==> src/rtl/spart_pkg.sv <==
// Shared SPART types and default framing constants.
package spart_pkg;

    typedef enum logic [2:0] {
        IDLE,
        START,
        DATA,
        PARITY,
        STOP
    } rx_state_t;

    localparam int SPART_OVERSAMPLE = 16;
    localparam int SPART_DATA_BITS  = 8;

endpackage

==> src/rtl/spart_sync.sv <==
// Two-flop synchronizer for asynchronous single-bit inputs; resets to the line's idle level.
module spart_sync #(
    parameter logic RESET_VAL = 1'b1
) (
    input  logic clk,
    input  logic rst,
    input  logic d,
    output logic q
);

    logic meta_p0;

    always_ff @(posedge clk or posedge rst) begin
        if (rst) begin
            meta_p0 <= RESET_VAL;
            q       <= RESET_VAL;
        end else begin
            meta_p0 <= d;
            q       <= meta_p0;
        end
    end

endmodule

==> src/rtl/spart_rx.sv <==
// SPART receiver: oversampled 8N1 deserializer with rda/framing/overrun status.
// Define SPART_RX_PARITY_EN to add an even-parity bit and the parity_err output.
module spart_rx
    import spart_pkg::*;
#(
    parameter int OVERSAMPLE = SPART_OVERSAMPLE,
    parameter int DATA_BITS  = SPART_DATA_BITS
) (
    input  logic                 clk,
    input  logic                 rst,
    input  logic                 baud_en,
    input  logic                 rxd,
    input  logic                 rd_ack,
    output logic [DATA_BITS-1:0] rx_data,
    output logic                 rda,
    output logic                 frame_err,
    output logic                 overrun
`ifdef SPART_RX_PARITY_EN
    ,
    output logic                 parity_err
`endif
);

    localparam int CNT_W = $clog2(OVERSAMPLE);
    localparam int BIT_W = $clog2(DATA_BITS + 1);

    localparam logic [CNT_W-1:0] HALF_M1  = CNT_W'(OVERSAMPLE / 2 - 1);
    localparam logic [CNT_W-1:0] CNT_LAST = CNT_W'(OVERSAMPLE - 1);
    localparam logic [BIT_W-1:0] BIT_LAST = BIT_W'(DATA_BITS - 1);

    logic                 rxd_s;
    logic                 rxd_prev;
    rx_state_t            state_q, state_d;
    logic [CNT_W-1:0]     cnt_q, cnt_d;
    logic [BIT_W-1:0]     bit_q, bit_d;
    logic [DATA_BITS-1:0] shift_q, shift_d;
    logic                 done;
`ifdef SPART_RX_PARITY_EN
    logic                 par_q, par_d;
`endif

    spart_sync #(.RESET_VAL(1'b1)) u_sync (
        .clk (clk),
        .rst (rst),
        .d   (rxd),
        .q   (rxd_s)
    );

    // Edge history is kept in every state so a line stuck low never looks like a new start.
    always_ff @(posedge clk or posedge rst) begin
        if (rst) begin
            rxd_prev <= 1'b1;
        end else if (baud_en) begin
            rxd_prev <= rxd_s;
        end
    end

    always_ff @(posedge clk or posedge rst) begin
        if (rst) begin
            state_q <= IDLE;
            cnt_q   <= '0;
            bit_q   <= '0;
            shift_q <= '0;
`ifdef SPART_RX_PARITY_EN
            par_q   <= 1'b0;
`endif
        end else begin
            state_q <= state_d;
            cnt_q   <= cnt_d;
            bit_q   <= bit_d;
            shift_q <= shift_d;
`ifdef SPART_RX_PARITY_EN
            par_q   <= par_d;
`endif
        end
    end

    always_comb begin
        state_d = state_q;
        cnt_d   = cnt_q;
        bit_d   = bit_q;
        shift_d = shift_q;
        done    = 1'b0;
`ifdef SPART_RX_PARITY_EN
        par_d   = par_q;
`endif
        if (baud_en) begin
            case (state_q)
                IDLE: begin
                    if (rxd_prev && !rxd_s) begin
                        cnt_d   = '0;
                        state_d = START;
                    end
                end
                START: begin
                    cnt_d = cnt_q + CNT_W'(1);
                    if (cnt_q == HALF_M1) begin
                        // From here the counter wraps exactly at each bit centre.
                        if (!rxd_s) begin
                            cnt_d   = '0;
                            bit_d   = '0;
                            state_d = DATA;
                        end else begin
                            state_d = IDLE;
                        end
                    end
                end
                DATA: begin
                    cnt_d = cnt_q + CNT_W'(1);
                    if (cnt_q == CNT_LAST) begin
                        shift_d = {rxd_s, shift_q[DATA_BITS-1:1]};
                        bit_d   = bit_q + BIT_W'(1);
                        if (bit_q == BIT_LAST) begin
`ifdef SPART_RX_PARITY_EN
                            state_d = PARITY;
`else
                            state_d = STOP;
`endif
                        end
                    end
                end
`ifdef SPART_RX_PARITY_EN
                PARITY: begin
                    cnt_d = cnt_q + CNT_W'(1);
                    if (cnt_q == CNT_LAST) begin
                        par_d   = rxd_s;
                        state_d = STOP;
                    end
                end
`endif
                STOP: begin
                    cnt_d = cnt_q + CNT_W'(1);
                    if (cnt_q == CNT_LAST) begin
                        done    = 1'b1;
                        state_d = IDLE;
                    end
                end
                default: state_d = IDLE;
            endcase
        end
    end

    // A completing byte takes priority over a same-cycle rd_ack.
    always_ff @(posedge clk or posedge rst) begin
        if (rst) begin
            rx_data    <= '0;
            rda        <= 1'b0;
            frame_err  <= 1'b0;
            overrun    <= 1'b0;
`ifdef SPART_RX_PARITY_EN
            parity_err <= 1'b0;
`endif
        end else if (done) begin
            rx_data    <= shift_q;
            rda        <= 1'b1;
            frame_err  <= ~rxd_s;
            overrun    <= rda & ~rd_ack;
`ifdef SPART_RX_PARITY_EN
            parity_err <= ^{shift_q, par_q};
`endif
        end else if (rd_ack && rda) begin
            rda        <= 1'b0;
            overrun    <= 1'b0;
        end
    end

endmodule

==> config.mk <==
export PLATFORM = sky130hd
export DESIGN_NAME = spart_rx
export DESIGN_NICKNAME = d
export VERILOG_FILES = /design/src/rtl/spart_pkg.sv /design/src/rtl/spart_sync.sv /design/src/rtl/spart_rx.sv
export SDC_FILE = /design/constraint.sdc
export NUM_CORES = 1
export LEC_CHECK = 0
export ABC_CLOCK_PERIOD_IN_PS = 2200
export BUFFER_PORTS_ARGS = -buffer_cell sky130_fd_sc_hd__buf_2
export CAP_MARGIN = 5
export CORE_ASPECT_RATIO = 1.4
export CORE_MARGIN = 3
export CORE_UTILIZATION = 57
export CTS_CLUSTER_DIAMETER = 50
export CTS_CLUSTER_SIZE = 12
export DETAILED_ROUTE_END_ITERATION = 8
export GPL_ROUTABILITY_DRIVEN = 0
export PLACE_DENSITY = 0.83
export SLEW_MARGIN = 20
export SYNTH_ARGS = -nofsm -noshare
export SYNTH_HDL_FRONTEND = slang
export SYNTH_SLANG_ARGS = --single-unit
==> constraint.sdc <==
create_clock -name clk -period 2.2 [get_ports clk]
set_input_delay 0.44 -clock clk [delete_from_list [all_inputs] [get_ports clk]]
set_output_delay 0.44 -clock clk [all_outputs]
set_load 0.02 [all_outputs]
==> flow_summary.yaml <==
run_status:
  status: "completed"
min_path:
  hp-class: "input pin to asynchronous set/reset pin"
synthesis:
  synth_edf_count: 0
  syn_nets: 153
  netlist_instances: 146
  synth_cell_types: 40
  synth-async-reset-ratio_pct: 100
  ys_seq_elements: 33
  seq_area_frac_synth_pct: 54.1
  synth_top_flop_cell: "dfrtp_1"
  synth.avg_cell_area_um2: 10.5
  syn-cell-area_um2: 1530
  yosys_warnings: 0
clock_tree:
  postCtsSetupRepairBufs: 0
  clkSinkCount: 33
  clk_pin_slew_worst_paths_ns: 0.10
  cts_made_buffers: 5
  cts_root_buf: "clkbuf_4"
  cts_resized: 0
  insertion_delay_ns: 0.34
  htree_levels: 2
  cts_tree: "built"
  cts_max_path_buffers: 2
  postCtsHoldBufs: 0
drt:
  ant_nets: 0
  top_layer: "met4"
  met3_wirelength_um: 117
  drcViolationCount: 0
  drt_wl_total_um: 2700
  m1WireLength_um: 1140
  met2_wirelength_um: 1360
  drt_pre_antenna_iters: 5
  vias: 1091
  post_drt_via_cell_ratio: 5.48
  post_drt_wl_per_cell_um: 13.6
  drt_iter0_drc: 14
sta:
  finalHoldViolCount: 0
  fin_worst_skew_ns: 0.0116
  post-route-min-period_ns: 1.94
  worst_slack_ns: 0.258
  slew_headroom_pct: 59.6
  final.period_utilization_pct: 88.3
  max_freq_mhz: 515
  setup_viol: 0
  slew_viol_final: 0
  worst_pin_slew_ns: 0.598
  rsz0062_at_grt: "false"
  setup_tns_ns: 0
floorplanning:
  num_rows: 21
  boundaryPins: 16
  start_util_pct: 62.1
  dieHeight_um: 67.4
  die_x_um: 49.8
  coreArea_um2: 2470
  dieArea_um2: 3360
worst_setup_path:
  critical_path.startpoint_type: "register"
  critPathKind: "register to register"
  max_stage_delay_ns: 0.52
  critical_path_arrival_ns: 2.16
  worst-endpoint-required_ns: 2.42
  crit_path_end_kind: "register"
  worstPathCellList: "or3b_1 -> nor2_2 -> mux2_2"
  cp_max_fo: 14
  worst_path_max_delay_cell: "dfrtp_1"
pwr:
  leakagePower_nw: 0.863
  p_per_area_nw_per_um2: 1020
  ir_drop_mv: 0.735
global_route:
  grt_start_max_net_pins: 34
  overflow: 0
  grt_pass1_vias: 1056
  grt_first_pass_wirelength_um: 4520
  antenna_found_initial: 0
  gr-usage-all-layers_pct: 18.3
finish:
  num-nets-final: 171
  antenna_cells: 0
  drive_above_1_share_pct: 26.7
  syn_to_final_growth_pct: 11.9
flow_run:
  drv_cap: 0
placed_design:
  place_ws_ns: 0.286
  numPortBuffers: 15
  hpwl_um: 1940
## stage by stage
stage | std cells | utilization, % | hold slack, ns | power (mW) | cell area, um^2
2_1_floorplan | 146 | - | 0.345 | 1.21 | 1530
3_3_place_gp | 191 | 66.0 | 0.346 | 1.26 | 1630
3_5_place_dp | 191 | 66.0 | 0.350 | 1.29 | 1630
4_1_cts | 199 | 69.5 | 0.168 | 1.76 | 1720
5_1_grt | 199 | 69.5 | 0.186 | 1.85 | 1720
6_report | 199 | 69.5 | 0.161 | 1.75 | 1720
## layout by cell type, fill, tap and decap left out, types with 5 or more instances in the layout
| master | netlist | final |
|---|---|---|
| nand3_1 | 6 | 6 |
| a21oi_1 | 6 | 6 |
| mux2_2 | 12 | 12 |
| nor2_1 | 6 | 6 |
| o21ai_0 | 8 | 8 |
| dfrtp_1 | 30 | 30 |
| buf_2 | 0 | 15 |
| inv_1 | 7 | 7 |
| clkbuf_4 | 0 | 5 |
| nand2_1 | 28 | 28 |
## layer usage
layer / global-route usage [%] / up-vias
met5: 0 / -
met3: 4.64 / 8
met1: 20.1 / 516
met2: 31.0 / 23
met4: 13.1 / 0
li1: - / 544
## critical path, delay by kind of cell, from the launching register on
kind	cells	cell delay, ns
and+or+nand+nor	2	0.92
DFF	1	0.52
muxes	1	0.39
## flip-flops by register name, summed over array words and instances (netlist names)
register,cells
rx_data,8
shift_q,8
bit_q,4
cnt_q,4
state_q,3
frame_err,1
overrun,1
rda,1
rxd_prev,1
u_sync.meta_p0,1
u_sync.q,1
## cells in the mapped netlist, types with 2 or more instances
library cell,instances,area [um^2]
buf_4,2,15.0
inv_1,7,26.3
nand2b_1,2,12.5
nand3_1,6,30.0
ha_1,2,25.0
nand2_1,28,105
clkbuf_1,2,7.51
or3_1,3,18.8
dfrtp_1,30,751
nor2_1,6,22.5
or3b_1,2,17.5
a21oi_1,6,30.0
dfstp_2,3,78.8
mux2_2,12,135
o21ai_0,8,40.0
o31ai_1,3,22.5
## cells by family (layout without fill, tap and decap cells)
family,count (synthesis),after routing,share of synthesized area [%]
simple gates,58,58,18.9
xor+xnor,1,1,0.572
fa+ha+maj,2,2,1.63
buf+inv,12,31,3.51
compound gates,27,27,11.8
mux,13,13,9.47
flops,33,33,54.1
## layout make-up
class                   count  area [um^2]
inverters                   7         26.3
well taps                  34         42.5
flip-flops and latches     33          830
clock inverters             1         30.0
multi-input cells         101          649
clock buffers               7         55.1
repair buffers             16         82.6
fillers                   205          754
## final timing paths
kind / from / endpoint / slack (ns) / cells after the start
max: state_q[2] / shift_q[1] / 0.26 / 3
min: rst / shift_q[0] / 0.16 / 3
max reg2reg: state_q[2] / shift_q[1] / 0.26 / 3
min reg2reg: u_sync.meta_p0 / u_sync.q / 0.36 / 0
max in group asynchronous: rst / u_sync.q / 1.71 / 3
min in group clk: rxd / u_sync.meta_p0 / 0.20 / 1
## where the power goes
part           leakage [nW]  total (mW)  switching (mW)  internal [mW]
Clock                0.0455       0.471           0.199          0.271
Sequential            0.444       0.799           0.120          0.680
Combinational         0.373       0.476           0.251          0.225
Total                 0.863        1.75           0.570           1.18
(Power assumes the default switching activity.)
